$ cat src/rtl/stonyman_adc_responder.sv
// Emulated Stonyman serial pixel ADC: answers cs_n/sclk conversion frames
// with 8-bit pattern pixels shifted out MSB first.
module stonyman_adc_responder #(
  parameter int unsigned DATA_BITS  = 8,
  parameter int unsigned LEAD_ZEROS = 2,
  parameter int unsigned FRAME_BITS = 16,
  parameter int unsigned COLS       = 112,
  parameter int unsigned ROWS       = 112
) (
  input  logic        clk,
  input  logic        reset_n,
  input  logic        cs_n,
  input  logic        sclk,
  output logic        sdata,
  output logic        sdata_oe,
  input  logic [1:0]  pattern_mode,
  input  logic [7:0]  pattern_seed,
  input  logic        restart,
  output logic        conv_done,
  output logic        short_frame,
  output logic        frame_wrap,
  output logic [15:0] conv_count
);

  localparam int unsigned TAIL_BITS = FRAME_BITS - LEAD_ZEROS - DATA_BITS;
  localparam int unsigned CNT_W     = $clog2(FRAME_BITS + 1);
  localparam int unsigned COL_W     = (COLS > 1) ? $clog2(COLS) : 1;
  localparam int unsigned ROW_W     = (ROWS > 1) ? $clog2(ROWS) : 1;

  typedef enum logic [1:0] {S_IDLE, S_SHIFT, S_HOLD} state_t;

  state_t                r_state;
  logic                  r_cs_s, r_cs_q, r_sclk_s, r_sclk_q;
  logic [FRAME_BITS-1:0] r_shreg;
  logic [CNT_W-1:0]      r_bit_cnt;
  logic [COL_W-1:0]      r_col;
  logic [ROW_W-1:0]      r_row;
  logic [15:0]           r_index;

  logic                  w_cs_fall, w_cs_rise, w_sclk_fall, w_last, w_advance;
  logic                  w_col_wrap, w_row_wrap;
  logic [7:0]            w_pixel;
  logic [FRAME_BITS-1:0] w_load;
  logic [7:0]            w_index_hi_unused;

  // Inputs pass one sync stage, then the previous value is kept for edge detect
  always_ff @(posedge clk or negedge reset_n) begin
    if (!reset_n) begin
      r_cs_s   <= 1'b1;
      r_cs_q   <= 1'b1;
      r_sclk_s <= 1'b1;
      r_sclk_q <= 1'b1;
    end else begin
      r_cs_s   <= cs_n;
      r_cs_q   <= r_cs_s;
      r_sclk_s <= sclk;
      r_sclk_q <= r_sclk_s;
    end
  end

  assign w_cs_fall   = r_cs_q & ~r_cs_s;
  assign w_cs_rise   = ~r_cs_q & r_cs_s;
  assign w_sclk_fall = r_sclk_q & ~r_sclk_s;
  assign w_last      = (r_bit_cnt == CNT_W'(FRAME_BITS - 1));
  assign w_advance   = (r_state == S_SHIFT) && !w_cs_rise && w_sclk_fall && w_last;
  assign w_col_wrap  = (r_col == COL_W'(COLS - 1));
  assign w_row_wrap  = (r_row == ROW_W'(ROWS - 1));
  assign w_index_hi_unused = r_index[15:8];

  always_comb begin
    w_pixel = pattern_seed;
    case (pattern_mode)
      2'd0:    w_pixel = pattern_seed;
      2'd1:    w_pixel = pattern_seed + r_index[7:0];
      2'd2:    w_pixel = r_index[0] ? ~pattern_seed : pattern_seed;
      default: w_pixel = pattern_seed + 8'(r_row) + 8'(r_col);
    endcase
  end

  assign w_load = FRAME_BITS'(DATA_BITS'(w_pixel)) << TAIL_BITS;

  // Shifter is zero outside a frame, so its MSB is the line value directly
  assign sdata = r_shreg[FRAME_BITS-1];

  always_ff @(posedge clk or negedge reset_n) begin
    if (!reset_n) begin
      r_state     <= S_IDLE;
      r_shreg     <= '0;
      r_bit_cnt   <= '0;
      sdata_oe    <= 1'b0;
      conv_done   <= 1'b0;
      short_frame <= 1'b0;
      conv_count  <= 16'd0;
    end else begin
      conv_done   <= 1'b0;
      short_frame <= 1'b0;
      case (r_state)
        S_IDLE: begin
          if (w_cs_fall) begin
            r_shreg   <= w_load;
            r_bit_cnt <= '0;
            sdata_oe  <= 1'b1;
            r_state   <= S_SHIFT;
          end
        end
        S_SHIFT: begin
          if (w_cs_rise) begin
            r_shreg     <= '0;
            sdata_oe    <= 1'b0;
            short_frame <= 1'b1;
            r_state     <= S_IDLE;
          end else if (w_sclk_fall) begin
            r_bit_cnt <= r_bit_cnt + CNT_W'(1);
            r_shreg   <= r_shreg << 1;
            if (w_last) begin
              conv_done  <= 1'b1;
              conv_count <= conv_count + 16'd1;
              r_state    <= S_HOLD;
            end
          end
        end
        S_HOLD: begin
          if (w_cs_rise) begin
            r_shreg  <= '0;
            sdata_oe <= 1'b0;
            r_state  <= S_IDLE;
          end
        end
        default: r_state <= S_IDLE;
      endcase
    end
  end

  // Pixel position; restart takes priority over an advance in the same cycle
  always_ff @(posedge clk or negedge reset_n) begin
    if (!reset_n) begin
      r_index    <= 16'd0;
      r_col      <= '0;
      r_row      <= '0;
      frame_wrap <= 1'b0;
    end else begin
      frame_wrap <= 1'b0;
      if (restart) begin
        r_index <= 16'd0;
        r_col   <= '0;
        r_row   <= '0;
      end else if (w_advance) begin
        r_index <= r_index + 16'd1;
        if (w_col_wrap) begin
          r_col <= '0;
          if (w_row_wrap) begin
            r_row      <= '0;
            frame_wrap <= 1'b1;
          end else begin
            r_row <= r_row + ROW_W'(1);
          end
        end else begin
          r_col <= r_col + COL_W'(1);
        end
      end
    end
  end

endmodule

$ cat config.mk
export PLATFORM = sky130hd
export DESIGN_NAME = stonyman_adc_responder
export DESIGN_NICKNAME = d
export VERILOG_FILES = /design/src/rtl/stonyman_adc_responder.sv
export SDC_FILE = /design/constraint.sdc
export NUM_CORES = 1
export LEC_CHECK = 0
export BUFFER_PORTS_ARGS = -buffer_cell sky130_fd_sc_hd__buf_4
export CAP_MARGIN = 20
export CELL_PAD_IN_SITES_DETAIL_PLACEMENT = 1
export CELL_PAD_IN_SITES_GLOBAL_PLACEMENT = 1
export CORE_MARGIN = 4
export CORE_UTILIZATION = 25
export DETAILED_ROUTE_END_ITERATION = 10
export PLACE_DENSITY_LB_ADDON = 0.3
export SYNTH_ARGS = -nofsm -noshare
export SYNTH_HDL_FRONTEND = slang
export SYNTH_SLANG_ARGS = --single-unit
$ cat constraint.sdc
create_clock -name clk -period 3.9 [get_ports clk]
set_clock_uncertainty 0.2 [all_clocks]
set_input_delay 1.17 -clock clk [delete_from_list [all_inputs] [get_ports clk]]
set_output_delay 1.17 -clock clk [all_outputs]
set_load 0.02 [all_outputs]
======== Word level (Yosys, flattened, before mapping) ========
Cells that the tools add are included.
cells by class
  add/sub/neg operators ................... 8
  multipliers ............................. 0
  shift-type cells ........................ 0
  divide/modulo/power cells ............... 0
  magnitude comparators ................... 0
  equal/unequal tests ..................... 14
  bitwise gates (word level) .............. 8
  reduce and logical (&&, ||, !) cells .... 18
  mux-type cells .......................... 39
operators by type and width
  kind                   count
  $mux 16                6
  $mux 7                 7
  $pmux 16 s3            1
  $add 16x1->16 const B  2
  $pmux 8 s3             1
  $add 8x7->8            2
  $reduce_and 4->1       4
  $mux 5                 3
  $add 7x1->7 const B    2
  $eq 7x7->1 const B     2
  $mux 1                 12
  $mux 2                 5
  $pmux 5 s2             1
  $add 8x8->8            1
  $mux 8                 1
  $ne 2x2->1 const B     4
  $not 8->8              1
  $reduce_bool 2->1      4
  $ne 3x3->1 const B     2
  $pmux 2 s3             1
  $add 5x1->5 const B    1
  $eq 5x4->1 const B     1
  $eq 2x1->1 const B     2
  $eq 2x2->1 const B     2
  other kinds (11)       19
word-level totals
  bits in read-only memories .............. 0
  bits in latches ......................... 0
  memories ................................ 0
  logic and storage cells ................. 102
  input port bits ......................... 15
  bits in writable memories ............... 0
  register bits after elaboration ......... 77

======== Longest topological paths before layout ========
Gate-level depths: netlist of run 1.
  depth in word-level cells ............... 8
  gate-level depth with buffers ........... 10
  mapped depth without buffers ............ 9

======== Least setup slack after synthesis of run 1 ========
OpenSTA, ideal clock, no wires.
  path type ............................... input to register
  start ................................... input pattern_seed[1]
  end ..................................... register r_shreg[11]
  arrival ................................. 3.222 ns
  required time ........................... 3.579 ns
  library setup time ...................... 0.121 ns
  slack ................................... 0.357 ns
  cell stages on the path ................. 9
  cells stage by stage .................... fa_1 -> ha_1 -> inv_1 -> fa_1 -> nand2b_1 -> a21oi_1 -> a211oi_1 -> or3b_1 -> a22o_1
on the way
  cells in the longest elaborated chain, start to end .. 5
  elaborated cells on any way between the ends .. 6
  classes of those cells .................. add/sub (3); mux (3)
RTL lines
  element                    line  text
  start, declared            17    input logic [7:0] pattern_seed,
  $add 8x7->8 (2 in series)  76    default: w_pixel = pattern_seed + 8'(r_row) + 8'(r_col);
  $pmux 8 s3 *               72    case (pattern_mode)
  $mux 16 *                  99    if (w_cs_fall) begin
  $pmux 16 s3 *              97    case (r_state)
  end signal, assigned       100   r_shreg <= w_load;
  end signal, assigned       114   r_shreg <= r_shreg << 1;
  end, declared              34    logic [FRAME_BITS-1:0] r_shreg;
Every way passes the cells marked *; elsewhere a longest branch is shown, timed or not. The select of a mux whose other input is x is not followed.
A chain may end at the register's enable or synchronous reset.

======== Worst setup path after layout of run 1 ========
  start ................................... input pattern_seed[1]
  end ..................................... register r_shreg[13]
The elaborated chain is that of the path after synthesis.

==> results of run 1 <==
sequential cells by signal, indices dropped and copies added (netlist names), 2 cells and up:
name / count
conv_count: 16
r_shreg: 10
r_index: 8
r_bit_cnt: 5
r_row: 7
r_col: 7
r_state: 2
logic make-up (layout without fill, tap and decap cells):
logic type / count (synthesis) / in the layout
AOI/OAI and AO/OA: 95 / 95
xor gates and xnor gates: 31 / 31
adders and majority gates: 34 / 34
buffers and inverters: 30 / 71
DFF: 63 / 63
muxes: 11 / 11
and+or+nand+nor: 166 / 166
metal layers:
layer	part of all wire	wire length [µm]
met1	0.46	5030
met2	0.50	5440
met3	0.021	228
met4	0.015	166
met5	0	0
final timing paths:
check                               end  slack (ns)            start
max reg2reg                 r_shreg[13]        0.88         r_col[1]
max                         r_shreg[13]        0.31  pattern_seed[1]
max in group asynchronous    r_index[5]        2.20          reset_n
min                            r_sclk_q        0.17         r_sclk_s
min reg2reg                    r_sclk_q        0.17         r_sclk_s
min in group asynchronous  r_bit_cnt[2]        0.75          reset_n
where the power goes:
part           switching, W  total [W]  internal, W  leakage [nW]
clock              0.000297   0.000744     0.000447         0.126
combinational      0.000268   0.000445     0.000177          1.18
sequential        0.0000506   0.000773     0.000723         0.848
placed cells by master (no fill, tap or decap), types with 4 or more instances in the layout:
cell / n
dfrtp_1: 59
nor2b_1: 7
dfstp_2: 4
nor3_1: 12
xor2_1: 12
a21o_1: 5
and3_1: 10
clkbuf_16: 9
or3_1: 7
fa_1: 9
a211oi_1: 8
nand2_1: 47
o21ai_0: 23
ha_1: 24
a21oi_1: 30
nand3_1: 21
inv_1: 16
mux2i_1: 11
nor2_1: 30
nand4b_1: 4
xnor2_1: 19
nand4_1: 4
nand2b_1: 7
buf_4: 38
metrics by stage:
stage	utilization	hold slack (ns)	cell area [µm²]	instances
5_1_grt	0.303	0.180	4800	687
6_report	0.303	0.168	4800	687
3_3_place_gp	0.286	0.162	4530	671
3_5_place_dp	0.286	0.162	4530	671
4_1_cts	0.303	0.172	4800	687
2_1_floorplan	-	0.156	4030	430
worst reg2reg max path, stage by stage, from the launching register on:
cell and delay (ns):
dfrtp_1 0.43, fa_1 0.53, ha_1 0.18, inv_1 0.06
fa_1 0.40, nand2b_1 0.19, a21oi_1 0.21, mux2i_1 0.11
a2111oi_0 0.46, a21oi_1 0.13
area by class of cell:
class                           instances  area [µm²]  area share
Clock inverter                          3        20.0     0.00417
Sequential cell                        63        1580       0.330
Timing Repair Buffer                   38         285      0.0594
Clock buffer                           13         250      0.0521
Inverter                               17        63.8      0.0133
Multi-Input combinational cell        337        2330       0.485
Tap cell                              216         270      0.0563
==> results.toml, run 1 <==
[floorplan]
fp.dieW_um = 135
start_util = 0.255
die_h_um = 135
rows = 46
dieArea_um2 = 18200
io_pins = 36
coreArea_um2 = 15800

[cells_and_area]
area_growth_pct = 19.0
fill_cells = 1839
n_antenna_cell = 0
drive_gt1_frac = 0.140
fin_nets = 514

[synthesis]
synthTopCellsByArea = "dfrtp_1 37%, ha_1 7.4%, fa_1 4.5%, nand2_1 4.4%, xnor2_1 4.1%"
synth_compound_area_frac = 0.151
ys_seq_area_frac = 0.392
synth_xor_area_frac = 0.0673
synth.area.mux_share = 0.0273
synthesis.nets = 478
async_reset_ff_frac = 1.00
ys.flop_type = "dfrtp_1"
netlist.area_leader.share = 0.366
synth_top_family_by_area = "simple AND/OR/NAND/NOR gates"
synthMostInstantiatedCell = "dfrtp_1"
syn_area_um2 = 4030
synth_cell_type_count = 61
synth_top_area_cell = "dfrtp_1"
synth_common_cells = "59 x dfrtp_1, 47 x nand2_1, 30 x a21oi_1, 30 x nor2_1, 24 x ha_1"
syn_inst = 430
ys_warn_count = 0
ys_ff_latch = 63
synthAdderAreaFrac = 0.122
synth-simple-area-share = 0.210
synth_edf_count = 0
avgSynthCellArea_um2 = 9.38

[hold_path]
whs_path_depth = 0
hold_class = "flop to flop"

[cts]
clkSinkCount = 63
cts-resized-gates = 0
clk_transition_reported_paths_ns = 0.06
cts_buffers = 9
postCtsSetupRepairBufs = 0
clock_path_buffers = 2
cts_tree = "done"
htree_levels = 3
clk_latency_ns = 0.33
clockRootBuffer = "clkbuf_16"
holdBufCountCts = 0

[global_route]
grt_max_degree = 64
met3_usage = 0.0238
grtUsageMet2 = 0.212
use_met1 = 0.159
grt_pass1_vias = 3472
grtUsageTotal = 0.124
antenna_found_initial = 0
grt_first_pass_wirelength_um = 18000
overflow = 0
grt_busiest_layer = "met2"

[timing]
post-route-min-period_ns = 3.59
rsz0062_at_grt = "false"
setup_viol = 0
fmax_mhz = 278
slew_viol_final = 0
worst_slew_pin_slew_ns = 0.839
finalWorstSetupSlack_ns = 0.308
timing.slew.headroom = 0.440
min_period_over_period = 0.921
tns_ns = 0
finalHoldViolations = 0

[critical_path]
crit_chain = "buf_4 -> fa_1 -> ha_1 -> inv_1 -> fa_1 -> nand2b_1 -> a21oi_1 -> mux2i_1 -> a2111oi_0 -> a21oi_1"
path_class = "input pin to flop"
worst-path-buf-inv = 2
crit_family = "adder cells"
cp_slowest_cell = "fa_1"
cp_max_fo = 6
crit_cells = 10
cp_slowest_stage_delay_ns = 0.55
end_kind = "flop"
worstSetupStartpointType = "input pin"
cp_data_required_time_ns = 3.90
crit_arrival_ns = 3.59
reg2reg_depth = 9

[route]
post_drt_wl_per_cell_um = 15.8
drt_iter0_drc = 145
drc_errors = 0
drtAntennaViolNets = 0
vias_per_cell = 4.75
routed_wl_um = 10900
drt_pass1_iterations = 4
via_count = 3261

[job]
maxCapViolCount = 0

[place]
dp_hpwl_um = 8140
io_buffers = 35
gp_congestion = 0.829
dp_slack_ns = 0.00175

[outcome]
outcome = "completed"

[pwr]
powerDensity_nw_per_um2 = 409
leakage_nw = 2.16
ir_drop_uv = 236
power_w = 0.00196
No activity file was read; power rests on OpenSTA's default activity.
==> run 2: changes to the inputs <==
- PLACE_DENSITY: unset -> 0.55
- PLACE_DENSITY_LB_ADDON: 0.3 -> unset
==> results.toml, run 2 (synthesized netlist as in run 1, its figures left out) <==
[place]
dp_hpwl_um = 8180
dpl_cell_area_um2 = 4540
gp_congestion = 0.793
io_buffers = 35
dp_slack_ns = 0.0267

[floorplan]
io_pins = 36
dieArea_um2 = 18200
rows = 46
die_h_um = 135
fp.dieW_um = 135
coreArea_um2 = 15800
start_util = 0.255

[cells_and_area]
drive_gt1_frac = 0.148
mostFrequentLayoutCell = "dfrtp_1"
area_growth_pct = 20.7
final_cell_mix = "59 x dfrtp_1, 47 x nand2_1, 39 x buf_4"
fin_nets = 515
largest_reg_flops = 16
largestRegisters = "conv_count: 16 flops, r_shreg: 10 flops, r_index: 8 flops"
top_register = "conv_count"
design_area_um2 = 4870
n_antenna_cell = 0

[route]
via_count = 3211
routed_wl_um = 10800
drc_errors = 0
vias_per_cell = 4.67
drt_iter0_drc = 156
post_drt_wl_per_cell_um = 15.7
drt_pass1_iterations = 4
drtAntennaViolNets = 0

[global_route]
grt_pass1_vias = 3448
grtUsageTotal = 0.126
antenna_found_initial = 0
grt_first_pass_wirelength_um = 18200
overflow = 0
grt_max_degree = 64

[timing]
finalHoldViolations = 0
rsz0062_at_grt = "false"
holdWs_ns = 0.168
tns_ns = 0
slew_viol_final = 0
fmax_mhz = 280
timing.slew.headroom = 0.450
post-route-min-period_ns = 3.57
setup_viol = 0
finalWorstSetupSlack_ns = 0.327
min_period_over_period = 0.916
worst_slew_pin_slew_ns = 0.817

[critical_path]
worst-path-buf-inv = 2
cp_slowest_stage_delay_ns = 0.54
crit_chain = "buf_4 -> fa_1 -> ha_1 -> inv_1 -> fa_1 -> nand2b_1 -> a21oi_1 -> mux2i_1 -> a2111oi_0 -> a21oi_1"
path_class = "input pin to flop"
crit_arrival_ns = 3.57
cp_max_fo = 6
cp_slowest_cell = "fa_1"
crit_family = "adder cells"
end_kind = "flop"
rrSetupSlack_ns = 0.89
cp_data_required_time_ns = 3.90
worstSetupStartpointType = "input pin"

[cts]
postCtsSetupRepairBufs = 0
cts_tree = "done"
cts-resized-gates = 0
clk_transition_reported_paths_ns = 0.06
clkSinkCount = 63
clock_path_buffers = 2
cts_buffers = 9
holdBufCountCts = 0
htree_levels = 3
clockRootBuffer = "clkbuf_16"
clk_latency_ns = 0.33

[pwr]
leakage_nw = 2.20
ir_drop_uv = 205
powerDensity_nw_per_um2 = 434

[job]
maxCapViolCount = 0

[outcome]
outcome = "completed"

[hold_path]
hold_class = "flop to flop"
[run 2: layer usage]
layer / GRT usage / wire length, µm
met5: 0 / 0
met4: 0.0347 / 123
met3: 0.0306 / 253
met2: 0.209 / 5390
met1: 0.165 / 5030
[run 2: layout make-up]
cell class,count,area (µm²)
clock buffer,11,253
clock inverter,5,78.8
fill,1808,11000
inverter,17,63.8
multi-input combinational,337,2330
sequential,63,1580
tap,216,270
timing repair buffer,39,293
[run 2: worst paths after layout]
check                                start           end  cells after the start
setup / recovery           pattern_seed[1]   r_shreg[13]                     10
min in group asynchronous          reset_n  r_bit_cnt[1]                      1
hold / removal                    r_sclk_s      r_sclk_q                      0
setup reg to reg                  r_col[1]   r_shreg[13]                      9
hold reg to reg                   r_sclk_s      r_sclk_q                      0
max in group asynchronous          reset_n    r_index[7]                      1
[run 2: stage by stage]
stage	power, W	util	cells
3_5_place_dp	0.00123	0.287	672
6_report	0.00211	0.308	688
3_3_place_gp	0.00122	0.287	672
2_1_floorplan	0.00109	-	430
5_1_grt	0.00225	0.308	688
4_1_cts	0.00215	0.308	688
[run 2: power by group]
part	leakage, nW	total (W)	switching, W	internal (W)
Sequential	0.848	0.000776	0.0000536	0.000722
Clock	0.166	0.000901	0.000306	0.000594
Combinational	1.19	0.000437	0.000261	0.000176
Total	2.20	0.00211	0.000621	0.00149
[run 2: worst reg2reg max path, stage by stage, from the launching register on]
cell,delay (ns)
dfrtp_1,0.43
fa_1,0.52
ha_1,0.17
inv_1,0.06
fa_1,0.40
nand2b_1,0.18
a21oi_1,0.23
mux2i_1,0.10
a2111oi_0,0.45
a21oi_1,0.13
==> run 3: changes to the inputs <==
- clock period: 3.9 -> 4.4 ns (I/O delays scaled with it)
==> results.toml, run 3 (synthesized netlist as in run 1, its figures left out) <==
[critical_path]
r2r_end = "r_shreg[13]"
r2r_start = "r_col[1]"
end_kind = "flop"
reg2reg_depth = 9
worstSetupStartpointType = "input pin"
cp_data_required_time_ns = 4.41
worstSetupStartpoint = "pattern_seed[1]"
path_class = "input pin to flop"
cp_max_fo = 6
rrSetupSlack_ns = 1.40
crit_arrival_ns = 3.72

[cts]
cts_buffers = 9
postCtsSetupRepairBufs = 0
clkSinkCount = 63
cts_tree = "done"
clockRootBuffer = "clkbuf_16"
clk_latency_ns = 0.34
cts-resized-gates = 0
clk_transition_reported_paths_ns = 0.06
htree_levels = 3
clock_path_buffers = 2
holdBufCountCts = 0

[route]
via_count = 3247
drt_iter0_drc = 177
drtAntennaViolNets = 0
post_drt_wl_per_cell_um = 15.6
routed_wl_um = 10700
drt_pass1_iterations = 4
vias_per_cell = 4.73
drc_errors = 0

[job]
maxCapViolCount = 0

[global_route]
grt_max_degree = 64
grt_first_pass_wirelength_um = 18000
grtUsageMet2 = 0.210
use_met1 = 0.162
grt_busiest_layer = "met2"
grtUsageTotal = 0.124
grt_pass1_vias = 3425
antenna_found_initial = 0
overflow = 0
met3_usage = 0.0283

[hold_path]
hold-path-endpoint = "r_sclk_q"
hold_class = "flop to flop"
min-delay-start = "r_sclk_s"
whs_path_depth = 0

[timing]
finalWorstSetupSlack_ns = 0.687
rsz0062_at_grt = "false"
tns_ns = 0
setup_viol = 0
timing.slew.headroom = 0.448
min_period_over_period = 0.844
worst_slew_pin_slew_ns = 0.829
holdWs_ns = 0.170
slew_viol_final = 0
finalHoldViolations = 0
fmax_mhz = 269
post-route-min-period_ns = 3.71

[floorplan]
die_h_um = 135
start_util = 0.255
io_pins = 36
rows = 46
dieArea_um2 = 18200
fp.dieW_um = 135
coreArea_um2 = 15800

[cells_and_area]
n_antenna_cell = 0
final_cell_mix = "59 x dfrtp_1, 47 x nand2_1, 37 x buf_4"
mostFrequentLayoutCell = "dfrtp_1"
largestRegisters = "conv_count: 16 flops, r_shreg: 10 flops, r_index: 8 flops"
seqCellArea_um2 = 1580
design_area_um2 = 4820
multi_input_area_um2 = 2330
top_register = "conv_count"
fin_nets = 513
largest_reg_flops = 16
area_growth_pct = 19.6
drive_gt1_frac = 0.143
fill_cells = 1820

[pwr]
ir_drop_uv = 177
leakage_nw = 2.17
power_w = 0.00180
powerDensity_nw_per_um2 = 374

[place]
dp_hpwl_um = 8100
dpl_cell_area_um2 = 4520
gp_congestion = 0.807
dp_slack_ns = 0.356
io_buffers = 35

[outcome]
outcome = "completed"
## run 3: cell count changes in the layout (fill, tap and decap cells not counted), sizes merged
cell,change
buf,-2
bufinv,-1
clkinvlp,+2
inv,-1
## run 3: worst max-delay path by stage
stage                        to
floorplan           r_shreg[11]
global placement    r_shreg[13]
detailed placement  r_shreg[13]
CTS                 r_shreg[13]
global route        r_shreg[13]
finish              r_shreg[13]
## run 3: stage by stage
step	utilization	std cells
final	0.305	686
after global routing	0.305	686
after CTS	0.305	686
after detailed placement	0.286	670
after global placement	0.286	670
after floorplan	-	430
## run 3: final cells by class
type,instances,area share
Inverter,17,0.0132
Tap cell,216,0.0560
Clock buffer,11,0.0503
Clock inverter,5,0.0122
Sequential cell,63,0.328
Timing Repair Buffer,37,0.0576
Multi-Input combinational cell,337,0.483
## run 3: per-layer routing
metal | vias to the layer above | share of wire
li1 | 1600 | -
met1 | 1622 | 0.47
met2 | 19 | 0.50
met3 | 6 | 0.019
met4 | 0 | 0.0093
met5 | - | 0
## run 3: power breakdown
part	total (W)	internal, W	switching (W)
Combinational	0.000389	0.000156	0.000233
Clock	0.000726	0.000454	0.000272
Sequential	0.000688	0.000640	0.0000477
## run 3: worst max-delay path, cell delays in order
cell and delay, ns:
buf_4 0.14, fa_1 0.53, ha_1 0.18, inv_1 0.06
fa_1 0.39, nand2b_1 0.18, a21oi_1 0.20, mux2i_1 0.12
a2111oi_0 0.46, a21oi_1 0.13
